$ cat src/rtl/branch_redirect_queue.sv
// In-order queue of resolved-branch redirects feeding the barrel-threaded PC stage.
// Optional drop statistics counter is enabled by defining BRQ_DROP_STATS_EN.
module branch_redirect_queue #(
  parameter int XLEN        = 32,
  parameter int NUM_THREADS = 8,
  parameter int TID_W       = 3,
  parameter int DEPTH       = 8,
  parameter int CNT_W       = 16
) (
  input  logic                     clk,
  input  logic                     rst,
  input  logic                     ex_valid_i,
  input  logic [TID_W-1:0]         ex_thread_id_i,
  input  logic [XLEN-1:0]          ex_target_i,
  output logic [TID_W-1:0]         br_thread_id_o,
  output logic [XLEN-1:0]          br_pc_o,
  output logic                     branch_fifo_empty_o,
  input  logic                     br_ack_i,
  output logic [NUM_THREADS-1:0]   pending_o,
  output logic [$clog2(DEPTH):0]   count_o,
  output logic [CNT_W-1:0]         drop_cnt_o
);

  localparam int AW = $clog2(DEPTH);
  localparam int PW = AW + 1;

  logic [TID_W-1:0]       tid_mem [DEPTH];
  logic [XLEN-1:0]        pc_mem  [DEPTH];
  logic [PW-1:0]          wr_ptr;
  logic [PW-1:0]          rd_ptr;
  logic [NUM_THREADS-1:0] pending;

  logic [PW-1:0]          count;
  logic                   empty;
  logic                   full_blk;
  logic                   pop;
  logic                   push_req;
  logic                   push;
  logic [TID_W-1:0]       head_tid;
  logic [NUM_THREADS-1:0] pend_clr;
  logic [NUM_THREADS-1:0] pend_set;
  logic [NUM_THREADS-1:0] pending_eff;
  logic [NUM_THREADS-1:0] pending_next;

  assign count    = wr_ptr - rd_ptr;
  assign empty    = (count == '0);
  assign head_tid = tid_mem[rd_ptr[AW-1:0]];
  assign pop      = br_ack_i & ~empty;
  // A same-cycle pop frees a slot, so only a queue that stays full blocks the write.
  assign full_blk = (count == PW'(DEPTH)) & ~pop;

  // The pop's pending clear is applied before the push check so a thread can re-enqueue
  // in the very cycle its previous redirect is acknowledged.
  always_comb begin
    pend_clr = '0;
    pend_set = '0;
    if (pop) pend_clr[head_tid] = 1'b1;
    pending_eff = pending & ~pend_clr;
    push_req    = ex_valid_i & ~pending_eff[ex_thread_id_i];
    push        = push_req & ~full_blk;
    if (push) pend_set[ex_thread_id_i] = 1'b1;
    pending_next = pending_eff | pend_set;
  end

  always_ff @(posedge clk) begin
    if (!rst) begin
      wr_ptr  <= '0;
      rd_ptr  <= '0;
      pending <= '0;
      for (int i = 0; i < DEPTH; i++) begin
        tid_mem[i] <= '0;
        pc_mem[i]  <= '0;
      end
    end else begin
      if (push) begin
        tid_mem[wr_ptr[AW-1:0]] <= ex_thread_id_i;
        pc_mem[wr_ptr[AW-1:0]]  <= {ex_target_i[XLEN-1:2], 2'b00};
        wr_ptr                  <= wr_ptr + 1'b1;
      end
      if (pop) rd_ptr <= rd_ptr + 1'b1;
      pending <= pending_next;
    end
  end

  assign br_thread_id_o      = head_tid;
  assign br_pc_o             = pc_mem[rd_ptr[AW-1:0]];
  assign branch_fifo_empty_o = empty;
  assign pending_o           = pending;
  assign count_o             = count;

`ifdef BRQ_DROP_STATS_EN
  logic             drop;
  logic [CNT_W-1:0] drop_cnt;

  assign drop = ex_valid_i & ~push;

  always_ff @(posedge clk) begin
    if (!rst) begin
      drop_cnt <= '0;
    end else if (drop && (drop_cnt != '1)) begin
      drop_cnt <= drop_cnt + 1'b1;
    end
  end

  assign drop_cnt_o = drop_cnt;
`else
  assign drop_cnt_o = '0;
`endif

`ifndef SYNTHESIS
  always_ff @(posedge clk) begin
    if (rst) begin
      assert (!(push_req && full_blk))
        else $error("branch_redirect_queue: push while full, redirect dropped");
    end
  end
`endif

endmodule
$ cat config.mk
export PLATFORM = sky130hd
export DESIGN_NAME = branch_redirect_queue
export DESIGN_NICKNAME = d
export VERILOG_FILES = /design/src/rtl/branch_redirect_queue.sv
export SDC_FILE = /design/constraint.sdc
export NUM_CORES = 1
export LEC_CHECK = 0
export CAP_MARGIN = 25
export CORE_UTILIZATION = 50
export DETAILED_ROUTE_END_ITERATION = 8
export DONT_BUFFER_PORTS = 1
export GPL_TIMING_DRIVEN = 0
export PLACE_DENSITY_LB_ADDON = 0.1
export SYNTH_ARGS = -nofsm -noshare
export SYNTH_HDL_FRONTEND = slang
export SYNTH_SLANG_ARGS = --single-unit
$ cat constraint.sdc
create_clock -name clk -period 5.24 [get_ports clk]
set_input_delay 1.048 -clock clk [delete_from_list [all_inputs] [get_ports clk]]
set_output_delay 1.048 -clock clk [all_outputs]
set_load 0.05 [all_outputs]
==> summary.md <==
| Metric | Value |
|---|---|
| Status | finished, violations left |
| Failing checks | design-rule violations |
| Hold Slack | 0.555 ns |
| Via count | 7291 |
| TritonRoute pass-1 iters | 7 |
| R2R Path Start | wr_ptr[0] |
| Mux contribution to synthesized area | 0.143 |
| Worst Path Arrival | 5.25 ns |
| Critical path type | flop to flop |
| Post-Route WL | 30000 um |
| Asr flop ratio synth | 0 |
| Post-Syn Area per Cell | 15.1 um^2 |
| Simple-Gate Fraction of Synth Area | 0.159 |
| Slew headroom | 0.358 |
| Number of CTS-inserted buffers | 30 |
| CTS tree | built |
| Design Power | 6.92 mW |
| Row count | 59 |
| Clock tree buffer depth | 3 |
| Worst Hold Class | flop to flop |
| Worst-path maximum fanout | 21 |
| Period utilization | 0.956 |
| Max Fclk | 200 MHz |
| Synth cell types | 51 |
| Largest stage delay, worst path | 0.61 ns |
| Synth cell count leaders | and2_1 (269), edfxtp_1 (264), mux4_2 (67) |
| WP data required | 5.48 ns |
| Crit path time final | 5.01 ns |
| Input/output buffers | 0 |
| Gpl congestion | 0.813 |
| Largest net degree at the start of global routing | 22 |
| YS warnings | 0 |
| Final Setup Violations | 0 |
| Fin. Hold Viols | 0 |
| Pins Over Slew Limit | 0 |
| Seq/Total Area, Yosys | 0.629 |
| Synth area leaders | edfxtp_1 (60%), and2_1 (13%), mux4_2 (11%) |
| Synthesized area | 13200 um^2 |
| Pleak | 5.45 nW |
| Worst setup EP type | flop |
| RSZ-0062 raised after global routing | false |
| Max-Cap Viols | 0 |
| Slew @ Worst Pin | 0.962 ns |
| Initial antenna violation count | 0 |
| Die H | 165 um |
| Share of cells above drive strength 1 | 0.217 |
| DR vias/cell | 5.60 |
| Synth Area in Adders | 0.00625 |
| GRT Total Usage | 0.227 |
| Die area | 27100 um^2 |
| Largest family of logic cells by synthesized area | simple AND/OR/NAND/NOR gates |
| Clock skew | 0.0146 ns |
| Post-route ant nets | 0 |
| Post-DP HPWL | 19700 um |
| FF+latch count, synth | 283 |
| Core box area | 26000 um^2 |
| CP delay by family, top | simple AND/OR/NAND/NOR gates |
| Reg clk slew, reported paths | 0.06 ns |
| CP Cell Sequence | clkbuf_1 > inv_1 > ha_1 > inv_1 > fa_1 > xor2_4 > nor3_1 > a31oi_1 > a311oi_1 > a311oi_1 > nand4_4 > nor3_2 > nand2b_4 > buf_12 |
| Share of the synthesized area in the top cell type | 0.600 |
| Area grow syn2layout | 14.0% |
| Vias in the first global route | 7592 |
| Slowest CP cell | nor3_2 |
| 1st-iter DRT viols | 594 |
| Max VDD drop | 293 uV |
| First-pass GRT wire length | 44900 um |
| DR DRC count | 2 |
| EDFF count, synth | 264 |
| H-tree Lvls | 1 |
| CP bufs+invs | 4 |
| Post-CTS Hold Fix Bufs | 0 |
| Post-synthesis compound-gate area fraction | 0.0253 |
| Ports | 103 |
| Hold_sp | wr_ptr[3] |
| Dominant synthesized flop cell | edfxtp_1 |
| Initial Util | 0.508 |
| Crit. Startpoint | wr_ptr[0] |
| Die X | 165 um |
| CP startpoint kind | flop |
| Area leader, netlist | edfxtp_1 |
| Antenna diode count | 0 |
| Gr ovfl total | 0 |
| Most frequent cell after synthesis | and2_1 |
| Routed len/inst | 23.0 um |
| Clk_lat worst skew | 0.55 ns |
| TritonCTS Sinks | 283 |
| Pwr Density | 460 nW/um^2 |
| XOR/XNOR share of the synthesized area | 0.00464 |
| Gate Count Post-Synth | 876 |
| Clk root buf | clkbuf_16 |
| # nets final | 989 |
report_power, final:
| part | switching, mW | total [mW] | leakage (nW) | internal, mW |
|---|---|---|---|---|
| Combinational | 1.46 | 2.22 | 2.12 | 0.761 |
| Sequential | 0.0694 | 2.71 | 2.89 | 2.64 |
| Clock | 0.839 | 1.98 | 0.443 | 1.14 |
| Total | 2.37 | 6.92 | 5.45 | 4.55 |
state kept, by name, summed over array words and instances, names as in the netlist, named ones only:
name / count
tid_mem: 24
pc_mem: 240
wr_ptr: 4
pending_o: 8
rd_ptr: 4
area by class of cell:
type                    count  area, um^2
clock inverters            10        83.8
flip-flops and latches    283        8310
plain buffers              72         359
well taps                 335         419
repair buffers             19         345
fillers                  2067       10900
clock buffers              44         833
inverters                  19        71.3
multi-input cells         519        4630
cell families after synthesis:
| kind of cell | after synthesis |
|---|---|
| other | 1 |
| buffers and inverters | 91 |
| AOI/OAI and AO/OA | 49 |
| xor gates and xnor gates | 7 |
| muxes | 101 |
| DFF | 283 |
| adders and majority gates | 6 |
| and+or+nand+nor | 338 |
metrics by stage:
stage	utilization	instance area (um^2)	worst slack, ns	std cells	setup TNS, ns
6_report	0.579	15100	0.228	1301	0
5_1_grt	0.579	15100	0.0363	1301	0
4_1_cts	0.576	15000	0.0127	1296	0
3_5_place_dp	0.536	13900	-0.531	1236	-72.97
3_3_place_gp	0.527	13700	-2.62	1228	-410.29
2_1_floorplan	-	13300	-0.523	893	-34.49
final timing paths:
check	end	cells after the start	slack, ns
max reg2reg	pc_mem[5][12]	14	0.23
min reg2reg	wr_ptr[3]	2	0.56
max	pc_mem[5][12]	14	0.23
min	wr_ptr[3]	2	0.56
tightest hold or removal path: cells and delay by family (launching register included):
kind	cells	cell delay [ns]
AOI/OAI and AO/OA	2	0.15
DFF	1	0.35
what timing repair did:
item                                    4_1_cts  5_1_grt
endpoints found under the setup margin      322      208
setup buffers                                 6        1
pin swaps                                     3        0
gates resized for setup                       3        6
hold endpoints to repair                      0        0
layer usage:
metal | routed length [um] | GRT usage | up-vias
met5 | 0 | 0 | -
met1 | 12100 | 0.290 | 3696
li1 | - | - | 3328
met3 | 2060 | 0.0442 | 39
met4 | 403 | 0.0446 | 0
met2 | 15400 | 0.403 | 228
cell usage in the layout, fill, tap and decap left out, types with 8 or more instances in the layout:
master,count
dfxtp_1,19
nor2_1,10
mux2_2,32
clkbuf_1,41
nand2_1,20
and2_1,269
conb_1,18
buf_12,8
edfxtp_1,264
buf_4,22
inv_1,18
buf_1,9
buf_2,14
clkbuf_16,30
mux4_2,67
Note: power is estimated with default switching activity, not from simulation.
